<file path="config.mk">
export PLATFORM = sky130hd
export DESIGN_NAME = tdc_evdma
export DESIGN_NICKNAME = d
export VERILOG_FILES = /design/src/rtl/tdc_evdma.sv
export SDC_FILE = /design/constraint.sdc
export NUM_CORES = 1
export LEC_CHECK = 0
export ABC_AREA = 1
export CORE_MARGIN = 1.5
export CORE_UTILIZATION = 48
export CTS_CLUSTER_DIAMETER = 80
export DETAILED_ROUTE_END_ITERATION = 6
export GPL_TIMING_DRIVEN = 0
export PLACE_DENSITY = 0.78
export SLEW_MARGIN = 5
export SYNTH_ARGS = -nofsm -noshare
export SYNTH_HDL_FRONTEND = slang
export SYNTH_SLANG_ARGS = --single-unit
</file>
<file path="constraint.sdc">
create_clock -name sys_clk -period 2.2 [get_ports sys_clk]
set_input_delay 0.33 -clock sys_clk [delete_from_list [all_inputs] [get_ports sys_clk]]
set_output_delay 0.33 -clock sys_clk [all_outputs]
set_load 0.05 [all_outputs]
</file>
<file path="src/rtl/tdc_evdma.sv">
// tdc_evdma -- event-driven DMA sequencer for TDC readout.
//
// On every rising edge of the TDC interrupt (evt_i) the block reads COUNT
// words from the TDC Wishbone slave (starting at SRC) and stores them in a
// ring buffer in SRAM (base DST, 2**ring_aw words). Software drains the ring
// through RDPTR; irq stays high while the ring holds data and the block is
// enabled.
//
// Optional feature (macro TDC_EVDMA_TIMESTAMP_EN): a free-running sys_clk
// counter is sampled at the event edge and written as the first ring word of
// every record, ahead of the COUNT data words.
//
// Ports
//   sys_clk, sys_rst     clock, synchronous active-high reset
//   csr_a/we/di/do       CSR bus; page csr_a[13:10], register csr_a[2:0],
//                        registered read data (0 when page not selected)
//   evt_i                TDC interrupt level input
//   irq                  ring-not-empty interrupt
//   wb_*                 Wishbone classic master (conbus master 2)
//
// CSR map
//   0 CTRL   b0 enable, b1 clear (write-1; reads back as clear pending)
//   1 SRC    source base (word aligned)
//   2 COUNT  [3:0] words per event
//   3 DST    ring base (word aligned)
//   4 WRPTR  read-only next write index
//   5 RDPTR  software read index
//   6 STAT   b0 busy, b1 overflow (W1C), b2 lost (W1C), [31:16] event count
//
// FSM states
//   state | meaning
//   IDLE  | waiting for a pending event (or applying a deferred clear)
//   CHK   | ring space check for one record
//   RD    | Wishbone read of SRC+4*i
//   GAP   | one idle bus cycle between a read and the following write
//   WR    | Wishbone write of DST+4*wrptr (timestamp or data word)
module tdc_evdma #(
  parameter logic [3:0] csr_addr = 4'h2,
  parameter int         ring_aw  = 10
) (
  input  logic        sys_clk,
  input  logic        sys_rst,
  input  logic [13:0] csr_a,
  input  logic        csr_we,
  input  logic [31:0] csr_di,
  output logic [31:0] csr_do,
  input  logic        evt_i,
  output logic        irq,
  output logic [31:0] wb_adr_o,
  output logic [31:0] wb_dat_o,
  input  logic [31:0] wb_dat_i,
  output logic        wb_we_o,
  output logic [3:0]  wb_sel_o,
  output logic [2:0]  wb_cti_o,
  output logic        wb_cyc_o,
  output logic        wb_stb_o,
  input  logic        wb_ack_i
);

  typedef enum logic [2:0] {S_IDLE, S_CHK, S_RD, S_GAP, S_WR} state_t;

  state_t             state, state_next;
  logic               enable, clear_pend;
  logic [31:0]        src, dst, dat_q;
  logic [3:0]         count, cnt_q, idx;
  logic [ring_aw-1:0] wrptr, rdptr, used, free;
  logic               overflow, lost, evt_q, pend;
  logic [15:0]        evt_cnt;
  logic               page_sel, csr_wr, clear_wr, edge_det, clear_now;
  logic               no_room, busy, last_word;
  logic [2:0]         reg_sel;
  logic [4:0]         rec_len, idx_inc;
  logic               unused_csr_a;
`ifdef TDC_EVDMA_TIMESTAMP_EN
  logic [31:0]        ts_cnt, ts_q;
  logic               wr_ts;
`endif

  assign page_sel     = (csr_a[13:10] == csr_addr);
  assign reg_sel      = csr_a[2:0];
  assign unused_csr_a = ^csr_a[9:3];
  assign csr_wr       = page_sel & csr_we;
  assign clear_wr     = csr_wr & (reg_sel == 3'd0) & csr_di[1];
  assign edge_det     = evt_i & ~evt_q;
  assign busy         = (state != S_IDLE) | pend;
  // A clear requested while busy waits here until the FSM is back in IDLE.
  assign clear_now    = (state == S_IDLE) & (clear_pend | clear_wr);

  // Free slots = depth-1-used, which is the bitwise inverse of used.
  assign used    = wrptr - rdptr;
  assign free    = ~used;
`ifdef TDC_EVDMA_TIMESTAMP_EN
  assign rec_len = {1'b0, count} + 5'd1;
`else
  assign rec_len = {1'b0, count};
`endif
  assign no_room = 32'(free) < 32'(rec_len);

  assign idx_inc = {1'b0, idx} + 5'd1;
`ifdef TDC_EVDMA_TIMESTAMP_EN
  assign last_word = wr_ts ? (cnt_q == 4'd0) : (idx_inc >= {1'b0, cnt_q});
`else
  assign last_word = (idx_inc >= {1'b0, cnt_q});
`endif

  assign wb_stb_o = wb_cyc_o;
  assign wb_sel_o = 4'hf;
  assign wb_cti_o = 3'b000;
  assign wb_dat_o = dat_q;
  assign irq      = (wrptr != rdptr) & enable;

  always_ff @(posedge sys_clk) begin
    if (sys_rst) state <= S_IDLE;
    else         state <= state_next;
  end

  always_comb begin
    state_next = state;
    wb_cyc_o   = 1'b0;
    wb_we_o    = 1'b0;
    wb_adr_o   = 32'h0;
    case (state)
      S_IDLE: begin
        if (!clear_now && pend) state_next = S_CHK;
      end
      S_CHK: begin
        if (no_room) begin
          state_next = S_IDLE;
        end else begin
`ifdef TDC_EVDMA_TIMESTAMP_EN
          state_next = S_WR;
`else
          state_next = (count == 4'd0) ? S_IDLE : S_RD;
`endif
        end
      end
      S_RD: begin
        wb_cyc_o = 1'b1;
        wb_adr_o = src + {26'd0, idx, 2'b00};
        if (wb_ack_i) state_next = S_GAP;
      end
      S_GAP: begin
        state_next = S_WR;
      end
      S_WR: begin
        wb_cyc_o = 1'b1;
        wb_we_o  = 1'b1;
        wb_adr_o = dst + (32'(wrptr) << 2);
        if (wb_ack_i) state_next = last_word ? S_IDLE : S_RD;
      end
      default: state_next = S_IDLE;
    endcase
  end

  always_ff @(posedge sys_clk) begin
    if (sys_rst) begin
      enable     <= 1'b0;
      clear_pend <= 1'b0;
      src        <= 32'h0;
      dst        <= 32'h0;
      count      <= 4'h0;
      cnt_q      <= 4'h0;
      idx        <= 4'h0;
      wrptr      <= '0;
      rdptr      <= '0;
      overflow   <= 1'b0;
      lost       <= 1'b0;
      evt_q      <= 1'b0;
      pend       <= 1'b0;
      evt_cnt    <= 16'h0;
      dat_q      <= 32'h0;
      csr_do     <= 32'h0;
`ifdef TDC_EVDMA_TIMESTAMP_EN
      ts_cnt     <= 32'h0;
      ts_q       <= 32'h0;
      wr_ts      <= 1'b0;
`endif
    end else begin
      evt_q <= evt_i;
`ifdef TDC_EVDMA_TIMESTAMP_EN
      ts_cnt <= ts_cnt + 32'd1;
`endif

      if (csr_wr) begin
        case (reg_sel)
          3'd0: enable <= csr_di[0];
          3'd1: src    <= {csr_di[31:2], 2'b00};
          3'd2: count  <= csr_di[3:0];
          3'd3: dst    <= {csr_di[31:2], 2'b00};
          3'd5: rdptr  <= csr_di[ring_aw-1:0];
          3'd6: begin
            if (csr_di[1]) overflow <= 1'b0;
            if (csr_di[2]) lost     <= 1'b0;
          end
          default: ;
        endcase
      end

      if (clear_now)     clear_pend <= 1'b0;
      else if (clear_wr) clear_pend <= 1'b1;

      if (state == S_IDLE && state_next == S_CHK) begin
        pend    <= 1'b0;
        evt_cnt <= evt_cnt + 16'd1;
      end

      // pend is only ever set while clear, so the edge never overrides the
      // consume above; an edge seen while pend is still set is lost.
      if (edge_det && enable) begin
        if (pend) begin
          lost <= 1'b1;
        end else begin
          pend <= 1'b1;
`ifdef TDC_EVDMA_TIMESTAMP_EN
          ts_q <= ts_cnt;
`endif
        end
      end

      case (state)
        S_CHK: begin
          cnt_q <= count;
          idx   <= 4'h0;
          if (no_room) overflow <= 1'b1;
`ifdef TDC_EVDMA_TIMESTAMP_EN
          wr_ts <= 1'b1;
          dat_q <= ts_q;
`endif
        end
        S_RD: begin
          if (wb_ack_i) dat_q <= wb_dat_i;
        end
        S_WR: begin
          if (wb_ack_i) begin
            wrptr <= wrptr + 1'b1;
`ifdef TDC_EVDMA_TIMESTAMP_EN
            if (wr_ts) wr_ts <= 1'b0;
            else       idx   <= idx_inc[3:0];
`else
            idx <= idx_inc[3:0];
`endif
          end
        end
        default: ;
      endcase

      if (clear_now) begin
        wrptr    <= '0;
        rdptr    <= '0;
        overflow <= 1'b0;
        lost     <= 1'b0;
        evt_cnt  <= 16'h0;
      end

      if (page_sel) begin
        case (reg_sel)
          3'd0:    csr_do <= {30'd0, clear_pend, enable};
          3'd1:    csr_do <= src;
          3'd2:    csr_do <= {28'd0, count};
          3'd3:    csr_do <= dst;
          3'd4:    csr_do <= 32'(wrptr);
          3'd5:    csr_do <= 32'(rdptr);
          3'd6:    csr_do <= {evt_cnt, 13'd0, lost, overflow, busy};
          default: csr_do <= 32'h0;
        endcase
      end else begin
        csr_do <= 32'h0;
      end
    end
  end

endmodule

</file>
==> metrics.txt <==
Max Slew Vio Count=0; share of cells above drive strength 1=between 20 and 25%; Worst path slowest cell=dfxtp_4; synth unique cells=51; final wirelength=~42000 microns; Synth area leader=dfxtp_1; worst-skew pair later-pin latency=0.45 ns; worst hold-check path type=in2reg; core box area=roughly 20000 sq um; PwrDens=around 460 nW/um^2; crit start category=flop; total grt overflow=0; total CTS buffers=17; full die area=~22000 sq um; met1 WL=between 15000 and 20000 microns; H-tree depth=4; register area share after synthesis=a little over a third; Starting DRT DRC Count=1507; status=finished with violations; routability cong.=approximately 0.96; clock-pin slew on the worst setup and hold paths=about 0.080 ns; CTS tree=built; # Max-Cap Violations=0; vias in the first global route=about 11000; final clock skew=between 0.01 and 0.015 ns; port bufs=around 170; Antenna Cells=0; Initial Util=49.42%; EDFF count, synth=0; WS Path Type=reg2out; ANT nets after route=0; Slew @ Worst Pin=~1.1 ns; sum of negative setup slack=-14.80 ns; CP Buf/Inv Count=2; cell family with most CP delay=simple AND/OR/NAND/NOR gates; crit end category=output port; Slowest Stage Delay on Critical Path=~0.37 ns; die width=approximately 150 microns; site row count=52; WHS=0.3377 ns; count leader, synth=nand2_1; vias=~12000; max frequency=around 0.35 GHz; final hold violation count=0; Layout area overhead=46.82%; gr usage total=between 30% and 40%; die height=between 100 and 150 microns; Detailed Place HPWL=~28000 microns; # DRC=2; VDD IR-drop max=about 0.0005 V; Routed met2 length=~20000 microns; critical path arrival=between 2 and 3 ns; mapped cell area=around 10000 sq um; Top Layer Used=met4; largest net degree at the start of global routing=18; IO Count=190; async set-reset flop share out of synthesis=0%; metal3 WL=roughly 4500 microns; Root Buffer=clkbuf_16; Yosys reg bits=roughly 180; clock sink count=about 180; Leak=5.884 nW; first-pass GRT wire length=60600 microns; CP max FO=7; final worst-path setup slack=-0.6518 ns; Synth Flop Type=dfxtp_1; share of the synthesized area in the top cell type=35.78%; Routed WL per cell=~20 microns; most frequent CP cell=nand3_1; Final setup viols=32; fin crit period=approximately 2.9 ns; post-synthesis cell count=1509; Req. time, crit path=1.87 ns; failing checks=DRC, setup timing; total power draw=just under 7 mW; DRT Pass-1 Iters=7; Synth warnings=0; initial antenna violation count=0; most frequent cells after synthesis=nand2_1, nor2_1, dfxtp_1; final worst path period share=129.6%; largest cells by area after synthesis=dfxtp_1, nand2_1, nor2_1; syn avg cell area=approximately 6.7 sq um; mean number of vias per cell=about 6.0; final net count=~1900; worst path cell trace=ha_4, nand2_1, nor2_2, nand3_1, nand3_2, nand2_2, inv_2, nand3_1, nand3_1, nand2_4, buf_8; clock tree buffer depth=2; unrepaired setup endpoints after global routing=true; Max transition margin=around 28%
worst paths after layout:
check	start	end	slack (ns)	cells after the start
worst max-delay path	wrptr[3]$_SDFFE_PP0P_	wb_adr_o[16]	-0.65	11
worst min-delay path	sys_rst	evt_q$_SDFF_PP0_	0.34	2
worst max register to register	wrptr[0]$_SDFFE_PP0P_	state[1]$_SDFF_PP0_	-0.24	17
worst min register to register	cnt_q[3]$_SDFFE_PP0P_	cnt_q[3]$_SDFFE_PP0P_	0.47	2
report_power, final:
group | leakage, nW | total, mW | switching (mW) | internal, mW
sequential | 1.48 | 3.27 | 0.00850 | 3.26
clock | 0.276 | 3.12 | 1.50 | 1.63
combinational | 4.13 | 0.401 | 0.231 | 0.171
cell type report:
cell class / count / area [sq um]
inverter: 168 / 653.1
timing repair buffer: 253 / 2475
fill: 1582 / 5624
tap: 270 / 337.8
buffer: 62 / 410.4
clock inverter: 12 / 140.1
sequential: 181 / 3707
multi-input combinational: 1104 / 6708
clock buffer: 18 / 439.2
registers in the layout (all words and copies together) (netlist names):
name and flops:
csr_do 32, cnt_q 4, wb_dat_o 32, clear_pend 1
wrptr 10, state 3, evt_cnt 16, evt_q 1
idx 4, overflow 1, rdptr 10, src 30
enable 1, dst 30, pend 1, count 4
lost 1
what timing repair did:
action | in CTS | in global routing
gates cloned | 1 | 1
hold buffers | 0 | 0
pin swaps | 68 | 87
endpoints found under the setup margin | 48 | 63
buffers inserted | 41 | 42
endpoints found under the hold margin | 0 | 0
gates resized for setup | 441 | 142
kinds of logic (layout without fill, tap and decap cells):
group,count (synthesis),in the layout,share of synthesized area (%)
AND/OR/NAND/NOR,709,709,30.09
XOR/XNOR,22,22,1.902
buffers and inverters,231,513,9.660
other,2,9,0.07415
flip-flops,181,181,35.78
AO/OA/AOI/OAI,328,328,17.83
adder cells (fa/ha/maj),36,36,4.670
routing by layer:
| layer | vias to the layer above | track usage [%] |
|---|---|---|
| li1 | 5540 | - |
| met1 | 5664 | 44.01 |
| met2 | 875 | 59.37 |
| met3 | 229 | 7.423 |
| met4 | 0 | 17.62 |
| met5 | - | 0 |
stage by stage:
| stage | std cells | worst slack (ns) | util [%] | instance area, sq um |
|---|---|---|---|---|
| after detailed placement | 1958 | -1.198 | 60.33 | 12360 |
| after global routing | 2068 | -0.7395 | 72.56 | 14870 |
| after CTS | 2030 | -0.5959 | 68.60 | 14060 |
| after floorplan | 1516 | -0.3180 | - | 10300 |
| after global placement | 1958 | -1.147 | 60.33 | 12360 |
| final | 2068 | -0.6518 | 72.56 | 14870 |
cells in the final DEF (no fill, tap or decap), types with 34 or more instances in the layout:
| cell type | instances |
|---|---|
| clkdlybuf4s50_1 | 138 |
| a21oi_1 | 105 |
| nand3_1 | 62 |
| buf_4 | 74 |
| inv_1 | 144 |
| nor2_1 | 231 |
| dfxtp_1 | 144 |
| buf_6 | 47 |
| nand2_2 | 34 |
| nand2_1 | 221 |
| o21ai_0 | 95 |
Note: power is estimated with default switching activity, not from simulation.
